## src/rtl/mem_pkg.sv

```systemverilog
// Shared definitions for the 8x8 memory cell, its stream controller and benches.
package mem_pkg;

  localparam int MEM_DW = 8;
  localparam int MEM_AW = 3;

  localparam logic OP_WRITE = 1'b1;
  localparam logic OP_READ  = 1'b0;

  typedef enum logic [1:0] {
    IDLE    = 2'd0,
    RD_ADDR = 2'd1,
    RD_WAIT = 2'd2,
    RD_HOLD = 2'd3
  } state_e;

endpackage

```

## src/rtl/mem_rd_pipe.sv

```systemverilog
// Read-latency timer: a launch pulse travels RD_LAT stages; the last stage marks
// the cycle whose closing edge captures mem_rdata.
module mem_rd_pipe #(
  parameter int RD_LAT = 1
) (
  input  logic clk,
  input  logic rst_n,
  input  logic flush,
  input  logic launch,
  output logic capture
);

  logic [RD_LAT-1:0] vld_q;

  // launch is asserted the cycle before the read window opens, so stage 0 is the first window cycle
  always_ff @(posedge clk) begin
    if (!rst_n || flush) begin
      vld_q <= '0;
    end else begin
      vld_q[0] <= launch;
      for (int i = 1; i < RD_LAT; i++) begin
        vld_q[i] <= vld_q[i-1];
      end
    end
  end

  assign capture = vld_q[RD_LAT-1];

endmodule

```

## src/rtl/mem_stream_ctrl.sv

```systemverilog
// Byte-stream write / full readback sequencer driving the 8x8 memory cell.
// Optional rd_parity output is built when MEM_STREAM_PARITY_EN is defined.
module mem_stream_ctrl
  import mem_pkg::*;
#(
  parameter int DW     = MEM_DW,
  parameter int AW     = MEM_AW,
  parameter int RD_LAT = 1
) (
  input  logic          clk,
  input  logic          rst_n,
  input  logic          clear,
  input  logic          wr_valid,
  input  logic [DW-1:0] wr_data,
  output logic          wr_ready,
  input  logic          rd_start,
  output logic          rd_valid,
  output logic [DW-1:0] rd_data,
  input  logic          rd_ready,
  output logic          rd_done,
  output logic [AW:0]   count,
  output logic          full,
  output logic          mem_select,
  output logic          mem_op,
  output logic [AW-1:0] mem_adr,
  output logic [DW-1:0] mem_wdata,
  input  logic [DW-1:0] mem_rdata,
`ifdef MEM_STREAM_PARITY_EN
  output logic          rd_parity,
`endif
  output logic [1:0]    dbg_state
);

  // Both streams: a beat transfers on a rising edge where valid & ready are high;
  // valid/data never change while valid is high and ready is low.

  localparam logic [1:0] S_IDLE    = 2'(IDLE);
  localparam logic [1:0] S_RD_ADDR = 2'(RD_ADDR);
  localparam logic [1:0] S_RD_WAIT = 2'(RD_WAIT);
  localparam logic [1:0] S_RD_HOLD = 2'(RD_HOLD);
  localparam logic [AW:0] DEPTH_CNT = (AW+1)'(2**AW);

  logic [1:0]    state_q, state_d;
  logic [AW-1:0] wr_ptr_q, rd_ptr_q;
  logic [AW:0]   count_q;
  logic          wr_pend_q;
  logic [DW-1:0] wr_byte_q;
  logic          rd_done_q;
  logic          wr_acc, wr_issue, rd_issue, rd_hs, rd_last;
  logic          launch, capture;

  assign full     = (count_q == DEPTH_CNT);
  assign count    = count_q;
  assign wr_ready = rst_n & (state_q == S_IDLE) & ~full & ~clear;
  assign wr_acc   = wr_valid & wr_ready;
  assign rd_valid = (state_q == S_RD_HOLD);
  assign rd_hs    = rd_valid & rd_ready;
  assign rd_last  = ({1'b0, rd_ptr_q} == (count_q - 1'b1));
  assign rd_done  = rd_done_q;
  assign dbg_state = state_q;

  // A write registered in the cycle rd_start arrives still owns the pins for one
  // cycle; the read window simply waits in RD_ADDR until the pins are free.
  assign wr_issue = wr_pend_q & rst_n & ~clear;
  assign rd_issue = rst_n & ~clear & ~wr_pend_q &
                    ((state_q == S_RD_ADDR) | (state_q == S_RD_WAIT));

  assign mem_select = wr_issue | rd_issue;
  assign mem_op     = wr_issue ? OP_WRITE : OP_READ;
  assign mem_adr    = wr_issue ? wr_ptr_q : (rd_issue ? rd_ptr_q : '0);
  assign mem_wdata  = wr_issue ? wr_byte_q : '0;

  always_comb begin
    state_d = state_q;
    if (clear) begin
      state_d = S_IDLE;
    end else begin
      case (state_q)
        S_IDLE:    if (rd_start && (count_q != '0 || wr_acc)) state_d = S_RD_ADDR;
        S_RD_ADDR: if (!wr_pend_q) state_d = capture ? S_RD_HOLD : S_RD_WAIT;
        S_RD_WAIT: if (capture) state_d = S_RD_HOLD;
        S_RD_HOLD: if (rd_hs) state_d = rd_last ? S_IDLE : S_RD_ADDR;
        default:   state_d = S_IDLE;
      endcase
    end
  end

  assign launch = (state_d == S_RD_ADDR) & ~wr_acc;

  mem_rd_pipe #(.RD_LAT(RD_LAT)) u_rd_pipe (
    .clk     (clk),
    .rst_n   (rst_n),
    .flush   (clear),
    .launch  (launch),
    .capture (capture)
  );

  always_ff @(posedge clk) begin
    if (!rst_n) begin
      state_q   <= S_IDLE;
      count_q   <= '0;
      wr_ptr_q  <= '0;
      rd_ptr_q  <= '0;
      wr_pend_q <= 1'b0;
      wr_byte_q <= '0;
      rd_done_q <= 1'b0;
      rd_data   <= '0;
`ifdef MEM_STREAM_PARITY_EN
      rd_parity <= 1'b0;
`endif
    end else begin
      state_q   <= state_d;
      rd_done_q <= 1'b0;
      if (clear) begin
        count_q   <= '0;
        wr_ptr_q  <= '0;
        rd_ptr_q  <= '0;
        wr_pend_q <= 1'b0;
      end else begin
        wr_pend_q <= wr_acc;
        if (wr_acc) wr_byte_q <= wr_data;
        if (wr_issue) wr_ptr_q <= wr_ptr_q + 1'b1;
        // count tracks accepted bytes so full closes wr_ready before the write lands
        count_q <= count_q + {{AW{1'b0}}, wr_acc};
        if (state_q == S_IDLE && rd_start) begin
          rd_ptr_q <= '0;
          if (count_q == '0 && !wr_acc) rd_done_q <= 1'b1;
        end
        if (capture) begin
          rd_data <= mem_rdata;
`ifdef MEM_STREAM_PARITY_EN
          rd_parity <= ^mem_rdata;
`endif
        end
        if (rd_hs) begin
          if (rd_last) rd_done_q <= 1'b1;
          else rd_ptr_q <= rd_ptr_q + 1'b1;
        end
      end
    end
  end

endmodule

```

## config.mk

```make
export PLATFORM = sky130hd
export DESIGN_NAME = mem_stream_ctrl
export DESIGN_NICKNAME = d
export VERILOG_FILES = /design/src/rtl/mem_pkg.sv /design/src/rtl/mem_rd_pipe.sv /design/src/rtl/mem_stream_ctrl.sv
export SDC_FILE = /design/constraint.sdc
export NUM_CORES = 1
export LEC_CHECK = 0
export ABC_AREA = 1
export BUFFER_PORTS_ARGS = -buffer_cell sky130_fd_sc_hd__buf_2
export CAP_MARGIN = 25
export CELL_PAD_IN_SITES_DETAIL_PLACEMENT = 1
export CELL_PAD_IN_SITES_GLOBAL_PLACEMENT = 1
export CORE_ASPECT_RATIO = 0.7
export CORE_MARGIN = 2
export CORE_UTILIZATION = 37
export CTS_CLUSTER_DIAMETER = 100
export CTS_CLUSTER_SIZE = 40
export DETAILED_ROUTE_END_ITERATION = 12
export GPL_ROUTABILITY_DRIVEN = 1
export PLACE_DENSITY_LB_ADDON = 0.25
export SLEW_MARGIN = 20
export SYNTH_ARGS = -nofsm -noshare
export SYNTH_HDL_FRONTEND = slang
export SYNTH_SLANG_ARGS = --single-unit
```

## constraint.sdc

```tcl
create_clock -name clk -period 2.55 [get_ports clk]
set_input_delay 0.51 -clock clk [delete_from_list [all_inputs] [get_ports clk]]
set_output_delay 0.51 -clock clk [all_outputs]
set_load 0.03 [all_outputs]
```

== Word-level counts from Yosys, hierarchy flattened ==
Index checks and enable logic that the tools add are counted.

* Bits in registers: 31
* Input bits: 22
* Output and inout port bits: 31
* Logic and storage cells: 69

* Add/subtract/negate cells: 4
* Eq/ne operators: 6
* Muxes and demuxes: 19
* Bitwise operators: 18
* Reduce and logical (&&, ||, !) cells: 13

{| class="wikitable"
|+ Operators with widths
! kind !! number
|-
| $mux 3 || 5
|-
| $and 1x1->1 || 11
|-
| $mux 2 || 5
|-
| $mux 8 || 1
|-
| $pmux 2 s4 || 1
|-
| $mux 1 || 7
|-
| $add 3x1->3 const B || 2
|-
| $not 1->1 || 5
|-
| $add 4x1->4 || 1
|-
| $eq 2x1->1 const B || 2
|-
| $eq 2x2->1 const B || 2
|-
| $eq 3x4->1 || 1
|-
| $eq 4x4->1 const B || 1
|-
| $logic_not 4->1 || 1
|-
| $reduce_and 2->1 || 2
|-
| $reduce_bool 4->1 || 1
|-
| $sub 4x1->4 const B || 1
|-
| $logic_and 1x1->1 || 3
|-
| $logic_not 1->1 || 2
|-
| $logic_not 2->1 || 1
|-
| $logic_or 1x1->1 || 2
|-
| $or 1x1->1 || 2
|-
| $reduce_or 2->1 || 1
|}

== Logic depth before layout (Yosys ltp) ==
* Word-level depth: 12
* Gate-level depth with buffers: 12
* Gate-level depth less buffers: 12

== By module ==
Synthesis repeated with hierarchy kept, for this count alone.

* Cells, all modules: 228
* Area total of the unflattened synthesis: 1560.2 sq um

{| class="wikitable"
|+ Modules (own cells, without submodules)
! module !! instances !! cells each !! area each (sq um) !! sequential area each (sq um)
|-
| mem_stream_ctrl || 1 || 225 || 1530.2 || 600.6
|-
| mem_rd_pipe || 1 || 3 || 30.0 || 20.0
|}

== Least setup slack after synthesis ==
Ideal clock, no wire load.

* Kind: flip-flop to output port
* Start point: reg count_q[0], in the netlist count[0]
* End point: out wr_ready
* Arrival time: 1859 ps
* Required time: 2040 ps
* Path slack: 181 ps
* Stages on the path, launching flop included: 6
* Buffers on the path: 0
* Cells stage by stage: dfxtp_1 inv_1 ha_1 nand3_1 inv_1 nor3_1

* Cells in the longest elaborated chain, start to end: 4

{| class="wikitable"
|+ RTL lines
! what !! line !! RTL
|-
| start: declaration || mem_stream_ctrl.sv:45 || <nowiki>logic [AW:0] count_q;</nowiki>
|-
| start signal: assignment || mem_stream_ctrl.sv:124 || <nowiki>count_q <= count_q + {{AW{1'b0}}, wr_acc};</nowiki>
|-
| $eq 4x4->1 || mem_stream_ctrl.sv:52 || <nowiki>assign full = (count_q == DEPTH_CNT);</nowiki>
|-
| net full || mem_stream_ctrl.sv:22 || <nowiki>output logic full,</nowiki>
|-
| $not 1->1 || mem_stream_ctrl.sv:54 || <nowiki>assign wr_ready = rst_n & (state_q == S_IDLE) & ~full & ~clear;</nowiki>
|-
| $and 1x1->1 (2 in a row) || mem_stream_ctrl.sv:54 ||
|-
| end: declaration || mem_stream_ctrl.sv:15 || <nowiki>output logic wr_ready,</nowiki>
|}

The timed path passes the listed nets, and every way through them passes these cells.

== Final worst setup path ==
* Start point: reg state_q[0], in the netlist dbg_state[0]
* End point: out mem_adr[2]

* Cells in the longest elaborated chain, start to end: 5
* Elaborated cells on any way between the ends: 6
* Classes of those cells: 2 x eq/ne; 2 x mux; 2 x bitwise

{| class="wikitable"
|+ RTL lines
! what !! line !! RTL
|-
| start: declaration || mem_stream_ctrl.sv:43 || <nowiki>logic [1:0] state_q, state_d;</nowiki>
|-
| start signal: assignment || mem_stream_ctrl.sv:112 || <nowiki>state_q <= state_d;</nowiki>
|-
| $eq 2x1->1 or $eq 2x2->1 (tied branches) || mem_stream_ctrl.sv:66 || <nowiki>((state_q == S_RD_ADDR) | (state_q == S_RD_WAIT));</nowiki>
|-
| $or 1x1->1 * || mem_stream_ctrl.sv:66 ||
|-
| $and 1x1->1 * || mem_stream_ctrl.sv:65 || <nowiki>assign rd_issue = rst_n & ~clear & ~wr_pend_q &</nowiki>
|-
| $mux 3 * (2 in a row) || mem_stream_ctrl.sv:70 || <nowiki>assign mem_adr = wr_issue ? wr_ptr_q : (rd_issue ? rd_ptr_q : '0);</nowiki>
|-
| end: declaration || mem_stream_ctrl.sv:25 || <nowiki>output logic [AW-1:0] mem_adr,</nowiki>
|}

Every way passes the cells marked *; elsewhere a longest branch is shown, timed or not.

==> impl_metrics.json <==
{
  "drc": 0,
  "critPathRequiredTime_ns": 2.04,
  "max-vdd-ir-drop_v": 0.000290,
  "fin_hold_ws_ns": 0.452,
  "drt_iter0_markers": 71,
  "route.detailed.vias_per_inst": 4.79,
  "mostFrequentLayoutCell": "buf_2",
  "drtPass1Iterations": 4,
  "stdcell_area_um2": 1990,
  "power_switching_uw": 250,
  "cts_tree": "built",
  "wl_per_cell_um": 12.9,
  "clk_path_buf_depth": 2,
  "combPwrFrac_pct": 9.1,
  "cp_top_family": "flip-flops",
  "finalWeightedCongestion": 0.819,
  "ant_nets": 0,
  "finalSetupTns_ns": 0,
  "dp.final_hpwl_mm": 3.37,
  "fin_crit_sh_pct": 88.1,
  "die_y_um": 58.9,
  "cts-root-buf": "clkbuf_8",
  "ys_types": 23,
  "track_usage_pct": 19.3,
  "critPathCaptureType": "primary output",
  "htreeDepth": 2,
  "port_buffers": 52,
  "synth_cells": 228,
  "maxSlewViolCount": 0,
  "powerDensity_nw_per_um2": 499,
  "fp.dieArea_um2": 4850,
  "clkSlewWorstSetupHoldPaths_ns": 0.07,
  "area_growth_pct": 24.7,
  "final_nets": 316,
  "synth-main-ff-cell": "dfxtp_1",
  "ys_ff_latch": 31,
  "critPathSlowestCell": "dfxtp_1",
  "final_hold_viol_count": 0,
  "cp_num_buf_inv": 2,
  "mostFrequentLayoutCells": "buf_2 (52), nor2_1 (42), inv_1 (37)",
  "worstPathMaxFanout": 6,
  "p_sw_share_pct": 25.2,
  "synth_fp_nets": 260,
  "fmax_mhz": 445,
  "cap_violations": 0,
  "outcome": "finished, final reports clean",
  "min_period_ns": 2.25,
  "grt_max_degree": 20,
  "seq_power_share_pct": 50.5,
  "overflow": 0,
  "antenna_cells": 0,
  "synth_edf_count": 0,
  "setup_viol": 0,
  "io_pins": 53,
  "rsz0062_at_grt": "false",
  "path_class": "reg2out",
  "cts_buffers": 5,
  "syn_area_per_cell_um2": 6.99,
  "hold_buffers": 0,
  "fin_skew_ns": 0.00769,
  "place_area_um2": 1900,
  "vias": 1611,
  "cts_setup_buffers": 0,
  "grt_pass1_vias": 1494,
  "max_stage_delay_ns": 0.43,
  "layout-drive-gt1-share_pct": 23.2,
  "clkLatencyLatePin_ns": 0.28,
  "total_leakage_power_nw": 1.00,
  "yosysWarnings": 0,
  "synthesis.area_um2": 1590,
  "synth-async-reset-ratio_pct": 0,
  "worstHoldPathType": "reg2reg",
  "antenna_found_initial": 0,
  "cts_sinks": 31,
  "clkPwrFrac_pct": 40.3,
  "max-slew-margin-rel_pct": 77.6,
  "worstMarginPinSlew_ns": 0.335,
  "totalPowerFinal_uw": 990,
  "totalWireLength_mm": 4.35,
  "cts_resized": 0,
  "arrival_ns": 1.74,
  "grt_pass1_wl_mm": 6.95,
  "core_area_um2": 4020,
  "intPower_uw": 740,
  "start_util_pct": 39.6,
  "rows": 19,
  "worstSetupStartpointType": "flop",
  "crit_chain": "inv_1 -> ha_1 -> nand2_1 -> o22ai_1 -> buf_2",
  "die_x_um": 82.4,
  "ys_seq_area_share_pct": 39.0
}
final cells by class:
cell class / instances / area [um2]
Fill cell: 556 / 2030
Multi-Input combinational cell: 155 / 798
Sequential cell: 31 / 621
Timing Repair Buffer: 54 / 275
Inverter: 37 / 139
Clock buffer: 6 / 82.6
Tap cell: 52 / 65.1
Clock inverter: 1 / 5.00
routing by layer:
| layer | vias to the layer above | global-route usage, % | part of all wire, % |
|---|---|---|---|
| li1 | 828 | - | - |
| met1 | 743 | 27.0 | 50 |
| met2 | 35 | 28.1 | 44 |
| met3 | 5 | 5.06 | 5.0 |
| met4 | 0 | 7.86 | 1.3 |
| met5 | - | 0 | 0 |
power groups by stage:
stage	clock network (mW)	registers (mW)	logic (mW)
4_1_cts	0.413	0.500	0.0916
6_report	0.399	0.500	0.0904
5_1_grt	0.432	0.501	0.101
3_5_place_dp	0	0.512	0.0906
2_1_floorplan	0	0.516	0.0515
3_3_place_gp	0	0.511	0.0884
path summary, 6_finish.rpt:
kind                                                start                   endpoint  slack (ns)  cells past startpoint
worst max-delay path              dbg_state[0]$_SDFF_PN0_                 mem_adr[2]        0.30                      5
worst min-delay path            wr_byte_q[5]$_SDFFE_PN0P_  wr_byte_q[5]$_SDFFE_PN0P_        0.45                      2
worst max register to register    dbg_state[0]$_SDFF_PN0_        count[2]$_SDFF_PP0_        0.71                     10
worst min register to register  wr_byte_q[5]$_SDFFE_PN0P_  wr_byte_q[5]$_SDFFE_PN0P_        0.45                      2
cell families (layout without fill, tap and decap cells):
| family | Yosys count | count (layout) | share of synthesized area, % |
|---|---|---|---|
| compound gates | 42 | 42 | 13.7 |
| simple gates | 101 | 101 | 27.4 |
| flops | 31 | 31 | 39.0 |
| fa+ha+maj | 10 | 10 | 7.86 |
| xor+xnor | 2 | 2 | 1.10 |
| buf+inv | 42 | 98 | 10.9 |
through the flow:
| step | setup slack, ns | util, % | instances |
|---|---|---|---|
| 2_1_floorplan | 0.181 | - | 228 |
| 3_3_place_gp | 0.464 | 47.2 | 329 |
| 3_5_place_dp | 0.393 | 47.2 | 329 |
| 4_1_cts | 0.326 | 49.4 | 336 |
| 5_1_grt | 0.211 | 49.4 | 336 |
| 6_report | 0.304 | 49.4 | 336 |
flip-flops by register name, indices dropped and copies added, names as in the netlist:
| register | cells |
|---|---|
| count | 4 |
| dbg_state | 2 |
| rd_data | 8 |
| rd_done | 1 |
| rd_ptr_q | 3 |
| u_rd_pipe.capture | 1 |
| wr_byte_q | 8 |
| wr_pend_q | 1 |
| wr_ptr_q | 3 |
worst min-delay path: cells and delay by family, from the launching register on:
kind / cells / cell delay (ns)
AOI/OAI and AO/OA: 1 / 0.05
DFF: 1 / 0.30
buffers and inverters: 1 / 0.06
synth_stat cells (all sizes together) (2+ instances only):
cell   instances  area share, %
dfxtp         31             39
nand3         16            5.3
nand2         36            9.0
a21oi         15            4.7
o21ai         24            7.8
ha            10            7.9
nor3           3           0.94
o22ai          2           0.79
inv           37            8.7
buf            4            2.0
nor2          44             11
(Power assumes the default switching activity.)
